### src/rtl/alu_op_sequencer.sv
// alu_op_sequencer: brackets the combinational ALU with a request handshake on
// its input side and a response handshake on its output side. Operands and
// select are registered and held steady for an op-dependent number of cycles,
// which makes multiply and divide multicycle paths through the ALU.
module alu_op_sequencer #(
  parameter int DATA_WIDTH = 32,
  parameter int SEL_WIDTH  = 16,
  parameter int MUL_CYCLES = 4,   // 1..255
  parameter int DIV_CYCLES = 8    // 1..255
) (
  input  logic                  clk,
  input  logic                  clr,
  // request side
  input  logic                  req_valid,
  output logic                  req_ready,
  input  logic [SEL_WIDTH-1:0]  req_op,
  input  logic [DATA_WIDTH-1:0] req_a,
  input  logic [DATA_WIDTH-1:0] req_b,
  // ALU side
  output logic [DATA_WIDTH-1:0] alu_a,
  output logic [DATA_WIDTH-1:0] alu_b,
  output logic [SEL_WIDTH-1:0]  alu_sel,
  input  logic [DATA_WIDTH-1:0] alu_zhigh,
  input  logic [DATA_WIDTH-1:0] alu_zlow,
  // response side
  output logic                  rsp_valid,
  input  logic                  rsp_ready,
  output logic [DATA_WIDTH-1:0] rsp_zhigh,
  output logic [DATA_WIDTH-1:0] rsp_zlow,
  output logic [SEL_WIDTH-1:0]  rsp_op,
  output logic                  rsp_wide,
  output logic                  rsp_err
);

  typedef enum logic [1:0] {IDLE, EXEC, HOLD} state_t;

  localparam logic [SEL_WIDTH-1:0] OP_MUL  = SEL_WIDTH'(14);
  localparam logic [SEL_WIDTH-1:0] OP_DIV  = SEL_WIDTH'(15);
  localparam logic [SEL_WIDTH-1:0] OP_MAX  = SEL_WIDTH'(15);
  localparam logic [7:0]           MUL_CNT = 8'(MUL_CYCLES);
  localparam logic [7:0]           DIV_CNT = 8'(DIV_CYCLES);

  state_t     state;
  logic [7:0] cnt;
  logic       err_q;

  logic       accept;
  logic [7:0] ld_cnt;
  logic       ld_err;
  logic       op_wide;

  // A waiting result frees the sequencer on the same edge it is consumed.
  assign req_ready = (state == IDLE) || (state == HOLD && rsp_ready);
  assign accept    = req_valid && req_ready;
  assign op_wide   = (alu_sel == OP_MUL) || (alu_sel == OP_DIV);

  // Decode the incoming request: EXEC length and error flag.
  always_comb begin
    ld_cnt = 8'd1;
    if (req_op == OP_MUL)      ld_cnt = MUL_CNT;
    else if (req_op == OP_DIV) ld_cnt = DIV_CNT;
    ld_err = (req_op == '0) || (req_op > OP_MAX) ||
             ((req_op == OP_DIV) && (req_b == '0));
  end

  // Sequencer FSM; ALU drive and response fields are all registered here.
  always_ff @(posedge clk or posedge clr) begin
    if (clr) begin
      state     <= IDLE;
      cnt       <= '0;
      err_q     <= 1'b0;
      alu_a     <= '0;
      alu_b     <= '0;
      alu_sel   <= '0;
      rsp_valid <= 1'b0;
      rsp_zhigh <= '0;
      rsp_zlow  <= '0;
      rsp_op    <= '0;
      rsp_wide  <= 1'b0;
      rsp_err   <= 1'b0;
    end else begin
      case (state)
        IDLE: begin
          if (accept) begin
            alu_a   <= req_a;
            alu_b   <= req_b;
            alu_sel <= req_op;
            cnt     <= ld_cnt;
            err_q   <= ld_err;
            state   <= EXEC;
          end
        end
        EXEC: begin
          // ALU inputs are untouched for the whole EXEC window.
          cnt <= cnt - 8'd1;
          if (cnt == 8'd1) begin
            rsp_zhigh <= alu_zhigh;
            rsp_zlow  <= alu_zlow;
            rsp_op    <= alu_sel;
            rsp_wide  <= op_wide;
            rsp_err   <= err_q;
            rsp_valid <= 1'b1;
            state     <= HOLD;
          end
        end
        HOLD: begin
          if (rsp_ready) begin
            rsp_valid <= 1'b0;
            if (req_valid) begin
              alu_a   <= req_a;
              alu_b   <= req_b;
              alu_sel <= req_op;
              cnt     <= ld_cnt;
              err_q   <= ld_err;
              state   <= EXEC;
            end else begin
              // Park the ALU on a zero result; operands keep their values.
              alu_sel <= '0;
              state   <= IDLE;
            end
          end
        end
        default: state <= IDLE;
      endcase
    end
  end

endmodule

### config.mk
export PLATFORM = sky130hd
export DESIGN_NAME = alu_op_sequencer
export DESIGN_NICKNAME = d
export VERILOG_FILES = /design/src/rtl/alu_op_sequencer.sv
export SDC_FILE = /design/constraint.sdc
export NUM_CORES = 1
export LEC_CHECK = 0
export BUFFER_PORTS_ARGS = -buffer_cell sky130_fd_sc_hd__buf_2
export CELL_PAD_IN_SITES_DETAIL_PLACEMENT = 1
export CELL_PAD_IN_SITES_GLOBAL_PLACEMENT = 1
export CORE_ASPECT_RATIO = 1.75
export CORE_MARGIN = 4
export CORE_UTILIZATION = 33
export CTS_BUF_LIST = sky130_fd_sc_hd__clkbuf_8
export CTS_CLUSTER_DIAMETER = 200
export DETAILED_ROUTE_END_ITERATION = 8
export GPL_TIMING_DRIVEN = 0
export PLACE_DENSITY_LB_ADDON = 0.1
export SYNTH_ARGS = -nofsm -noshare
export SYNTH_HDL_FRONTEND = slang
export SYNTH_SLANG_ARGS = --single-unit
### constraint.sdc
create_clock -name clk -period 6.1 [get_ports clk]
set_clock_uncertainty 0.1 [all_clocks]
set_input_delay 1.22 -clock clk [delete_from_list [all_inputs] [get_ports clk]]
set_output_delay 1.22 -clock clk [all_outputs]
set_load 0.01 [all_outputs]
==> results.md, run 1 <==
* Status: finished, final reports clean
* Power Density at ~530 mW/mm2
* Initial antenna violation count at 1
* Post-DP HPWL at roughly 17000 um
* Min Tclk post-route at 3040 ps
* Critical path startpoint category: input pin
* First-pass GRT wire length at 34700 um
* Post-synth ARST share at 1.00
* Row count at 70
* Final setup TNS at 0 ps
* DRC Markers at 0
* Busiest grt layer: met2
* Clock slew at reported path FFs at 100 ps
* Total track usage at 0.185
* Core box area at around 0.021 mm2
* Synth unique cells at 39
* Routed vias at approximately 5700
* Synthesized flop and latch total at approximately 170
* Worst-path maximum fanout at 5
* Period utilization at 0.498
* Vias per cell at 4.82
* Cts hold-fix bufs at 0
* Die ar. at approximately 0.024 mm2
* Leak at 5.04 nW
* Drt total wl at 22000 um
* Met1 usage at 0.191
* Worst Setup End Kind: output pin
* Hold WC Path Type: reg2reg
* Largest net degree at the start of global routing at 115
* Critical setup path kind: in2out
* Synth warn at 0
* Sequential fraction of the synthesis area at 0.618
* Worst EP arrival at roughly 1700 ps
* Area of the mapped netlist at 0.00705 mm2
* Post-synth top flop: dfrtp_1
* Post-route cell area at 0.00934 mm2
* CTS sink cnt at 174
* Fmax at 0.329 GHz
* Number of synthesized flops with an enable pin at 0
* Initial drt markers at 224
* Synth Instances at roughly 580
* Worst slew pin tran at around 640 ps
* Initial core utilization at 0.337
* Min-delay src: alu_b[12]
* Rel. slew slack at 0.570
* CTS tree: built
* Routability cong. at 0.753
* Final ANT Viol Nets at 0
* Met2 GRT Util at 0.350
* Vias in the first global route at 6354
* Clock Latency Late Sink at 470 ps
* Final layout net count at 1063
* Routed len/inst at 18.7 um
* Clk root buf: clkbuf_8
* Ports at 312
* Syn Area/Cell at 12.1 um2
* Final hold vios at 0
* P&R area growth vs syn at 32.5%
* Post-cts sizing count at 0
* Max_cap viols at 0
* GRT overflow at 0
* CTS buffer count at 17
* Die extent in y at 201 um
* Share of layout cells above drive strength 1 at 0.476
* CTS max path bufs at 2
* Total iterations of the first detailed-routing run at 4
* Setup Buffers After CTS at 0
* Data required time of the worst path at approximately 4800 ps
* CP startpoint: rsp_ready
* RSZ-0062 raised after global routing: no
* VDD IR max at around 0.19 mV
* R2R Path Start: cnt[3]
* Met3 Use GR at 0.0534
* Setup violators final at 0
* Port Buffers at 311
* Highest-count cells in the layout ignoring fill and taps: buf_2, nand2_1, dfrtp_1
* Placed Area at 0.00895 mm2
* Leading cell type in the layout, fill and taps excluded: buf_2
* Slew Viols, Final at 0
* Die span in x at 118 um
* WHS at roughly 380 ps
* Htree depth at 4
* Syn Nets at 732
-- through the flow --
step	power (mW)	worst slack [ps]	utilization	cells
finish	4.91	3060	0.446	1179
floorplan	3.23	63.2	-	582
global route	5.26	3030	0.446	1179
global placement	4.08	-1760	0.426	1145
detailed placement	4.19	2870	0.428	1146
CTS	5.01	3070	0.446	1178
-- sequential cells by signal, summed over array words and instances, names as in the netlist --
name and count:
alu_b 32, err_q 1, rsp_valid 1, rsp_err 1
state 2, rsp_zlow 32, rsp_wide 1, rsp_op 16
alu_sel 16, cnt 8, rsp_zhigh 32, alu_a 32
-- final timing paths --
check / end / slack [ps] / depth (start not counted)
max in group asynchronous: alu_a[5] / 4340 / 3
setup reg to reg: rsp_op[2] / 3590 / 6
setup / recovery: req_ready / 3060 / 4
hold reg to reg: alu_b[12] / 380 / 2
min in group asynchronous: rsp_zlow[21] / 670 / 2
hold / removal: alu_b[12] / 380 / 2
-- routing by layer --
layer	vias to the layer above	part of all wire
met3	29	0.065
li1	2599	-
met2	205	0.55
met4	0	0.024
met1	2849	0.36
met5	-	0
-- report_power, final --
part	total, mW	switching (mW)	leakage (nW)	internal, mW
sequential	2.04	0.336	2.11	1.71
combinational	2.08	1.07	2.75	1.00
clock	0.789	0.450	0.184	0.340
total	4.91	1.86	5.04	3.05
-- Yosys cell counts (all sizes together) (2+ instances only) --
master   number  share of area
dfrtp       174           0.62
inv           5         0.0027
a22o         15          0.019
a2111oi       2         0.0025
or2           3         0.0027
mux2         81           0.15
xnor2         3         0.0037
nand2b        5         0.0044
or3           3         0.0027
a21oi         4         0.0028
o21ai         7         0.0050
o31ai         2         0.0021
nand2       201           0.11
nand3         3         0.0021
or4           5         0.0064
ha            2         0.0035
nor4         12          0.011
nor3          4         0.0028
clkbuf       19          0.010
buf          11          0.019
nand4         3         0.0027
nor2          7         0.0037
-- cells by family after synthesis --
group / count (synthesis) / synth area share
buffers and inverters: 35 / 0.0321
and+or+nand+nor: 252 / 0.152
AOI/OAI and AO/OA: 34 / 0.0357
muxes: 82 / 0.155
adders and majority gates: 2 / 0.00355
xor gates and xnor gates: 3 / 0.00373
DFF: 174 / 0.618
-- layout make-up --
type,instances,area [um2]
clock inverter,14,134
buffer,30,208
clock buffer,18,248
inverter,5,26.3
multi-input combinational,373,2470
fill,2441,11600
tap,252,315
sequential,174,4350
timing repair buffer,312,1580
antenna,1,2.50
-- worst max-delay path, cell delays in order --
cell     delay, ps
buf_2          120
inv_1           50
a21oi_1        150
buf_2          170
No activity file was read; power rests on OpenSTA's default activity.
==> run 2, diff against run 1 <==
Settings changed: CORE_UTILIZATION 33 to 35.
Clock period 6.1 ns to 3.1 ns, I/O delays scaled along.
==> results.md, run 2 (synthesis results as in run 1) <==
* Setup violators final at 0 (unchanged)
* Leak at 5.08 nW (was 5.04 nW)
* Die extent in y at 196 um (was 201 um)
* Period utilization at 0.808
* Initial drt markers at 143 (was 224)
* Routability cong. at 0.800 (was 0.753)
* Worst EP arrival at 2750 ps (was 1720 ps)
* Total iterations of the first detailed-routing run at 4 (unchanged)
* Drt total wl at 21700 um (was 22000 um)
* Vias per cell at 4.83 (was 4.82)
* Post-route core utilization at 0.476 (was 0.446)
* VDD IR max at 0.451 mV (was 0.188 mV)
* RSZ-0062 raised after global routing: no (unchanged)
* Clk root buf: clkbuf_8 (unchanged)
* Final hold vios at 0 (unchanged)
* CTS buffer count at 17 (unchanged)
* Initial core utilization at 0.357 (was 0.337)
* Critical path's largest stage delay at 600 ps (was 170 ps)
* DRC Markers at 0 (unchanged)
* Routed vias at 5663 (was 5682)
* Post-DP HPWL at 17400 um (was 17200 um)
* Total track usage at 0.191 (was 0.185)
* Hold WC Path Type: in2async (was reg2reg)
* Min Tclk post-route at 2510 ps
* Worst-path maximum fanout at 10 (was 5)
* Placed Area at 0.00899 mm2 (was 0.00895 mm2)
* Worst slew pin tran at 621 ps (was 639 ps)
* Core box area at 0.0197 mm2 (was 0.0209 mm2)
* Leading cell type in the layout, fill and taps excluded: buf_2 (unchanged)
* Worst reg2reg setup slack at 590 ps (was 3590 ps)
* Power Density at 1040 mW/mm2 (was 526 mW/mm2)
* Slew Viols, Final at 0 (unchanged)
* Total power at 9.75 mW (was 4.91 mW)
* CTS tree: built (unchanged)
* P&R area growth vs syn at 33.3% (was 32.5%)
* Initial antenna violation count at 0 (was 1)
* Final layout net count at 1066 (was 1063)
* Worst Setup End Kind: flip-flop (was output pin)
* CTS sink cnt at 174 (unchanged)
* Fmax at ~0.40 GHz
* GRT overflow at 0 (unchanged)
* Top delay family on crit path: simple AND/OR/NAND/NOR gates (was buffers and inverters)
* Clock Latency Late Sink at 450 ps (was 470 ps)
* Cell Chain, Critical Path: or4_4, or4_4, buf_6, buf_8, buf_6, mux2_4 (was buf_2, inv_1, a21oi_1, buf_2)
* Largest net degree at the start of global routing at 45 (was 115)
* CP max stage cell: or4_4 (was buf_2)
* Clock slew at reported path FFs at 100 ps (about the same)
* Routed len/inst at 18.5 um (was 18.7 um)
* Data required time of the worst path at 3340 ps (was 4780 ps)
* Critical path startpoint category: flip-flop (was input pin)
* Port Buffers at 311 (unchanged)
* Antenna cell count at 0 (was 1)
* Highest-count cells in the layout ignoring fill and taps: buf_2, nand2_1, dfrtp_1 (unchanged)
* Post-cts sizing count at 0 (unchanged)
* Die ar. at 0.0226 mm2 (was 0.0239 mm2)
* Share of layout cells above drive strength 1 at 0.476 (about the same)
* Critical setup path kind: reg2reg (was in2out)
* Status: finished, final reports clean (unchanged)
* First-pass GRT wire length at 33500 um (was 34700 um)
* Max_cap viols at 0 (unchanged)
* Row count at 68 (was 70)
* Post-route cell area at 0.00940 mm2 (was 0.00934 mm2)
* Setup Buffers After CTS at 0 (unchanged)
* Final setup TNS at 0 ps (unchanged)
* Final ANT Viol Nets at 0 (unchanged)
* Rel. slew slack at 0.582 (was 0.570)
* Cts hold-fix bufs at 0 (unchanged)
* Die span in x at 115 um (was 118 um)
* Ports at 312 (unchanged)
* Vias in the first global route at 6235 (was 6354)
* Htree depth at 4 (unchanged)
* Critical path buffers and inverters at 3 (unchanged)
* CTS max path bufs at 2 (unchanged)
[run 2: final timing paths]
kind / start / endpoint / depth (start not counted)
setup / recovery: cnt[2] / rsp_op[1] / 6
hold / removal: clr / rsp_zlow[29] / 2
setup reg to reg: cnt[2] / rsp_op[1] / 6
hold reg to reg: alu_a[21] / alu_a[21] / 2
max in group asynchronous: clr / alu_a[23] / 5
min in group clk: req_a[2] / alu_a[2] / 3
[run 2: layout make-up]
type,instances,area (um2)
Fill cell,2253,10300
Sequential cell,174,4350
Multi-Input combinational cell,373,2470
Timing Repair Buffer,315,1640
Tap cell,245,307
Clock buffer,17,234
Buffer,30,208
Clock inverter,14,168
Inverter,5,22.5
[run 2: metal layers]
layer  share of wire  GRT usage  vias to the layer above  routed length (um)
li1                -          -                     2610                   -
met1            0.35      0.201                     2810                7660
met2            0.56      0.356                      212               12100
met3           0.071     0.0583                       31                1550
met4           0.021     0.0609                        0                 458
met5               0          0                        -                   0
[run 2: report_power, final]
| part | switching, mW | internal (mW) |
|---|---|---|
| sequential | 0.672 | 3.36 |
| clock | 0.843 | 0.795 |
| combinational | 2.10 | 1.98 |
| total | 3.62 | 6.14 |
[run 2: metrics by stage]
stage / setup slack, ps / instances / hold slack (ps)
global placement: -883 / 1138 / 355
CTS: 582 / 1173 / 102
detailed placement: 513 / 1142 / 359
global route: 530 / 1173 / 138
floorplan: 155 / 582 / 379
finish: 595 / 1173 / 125
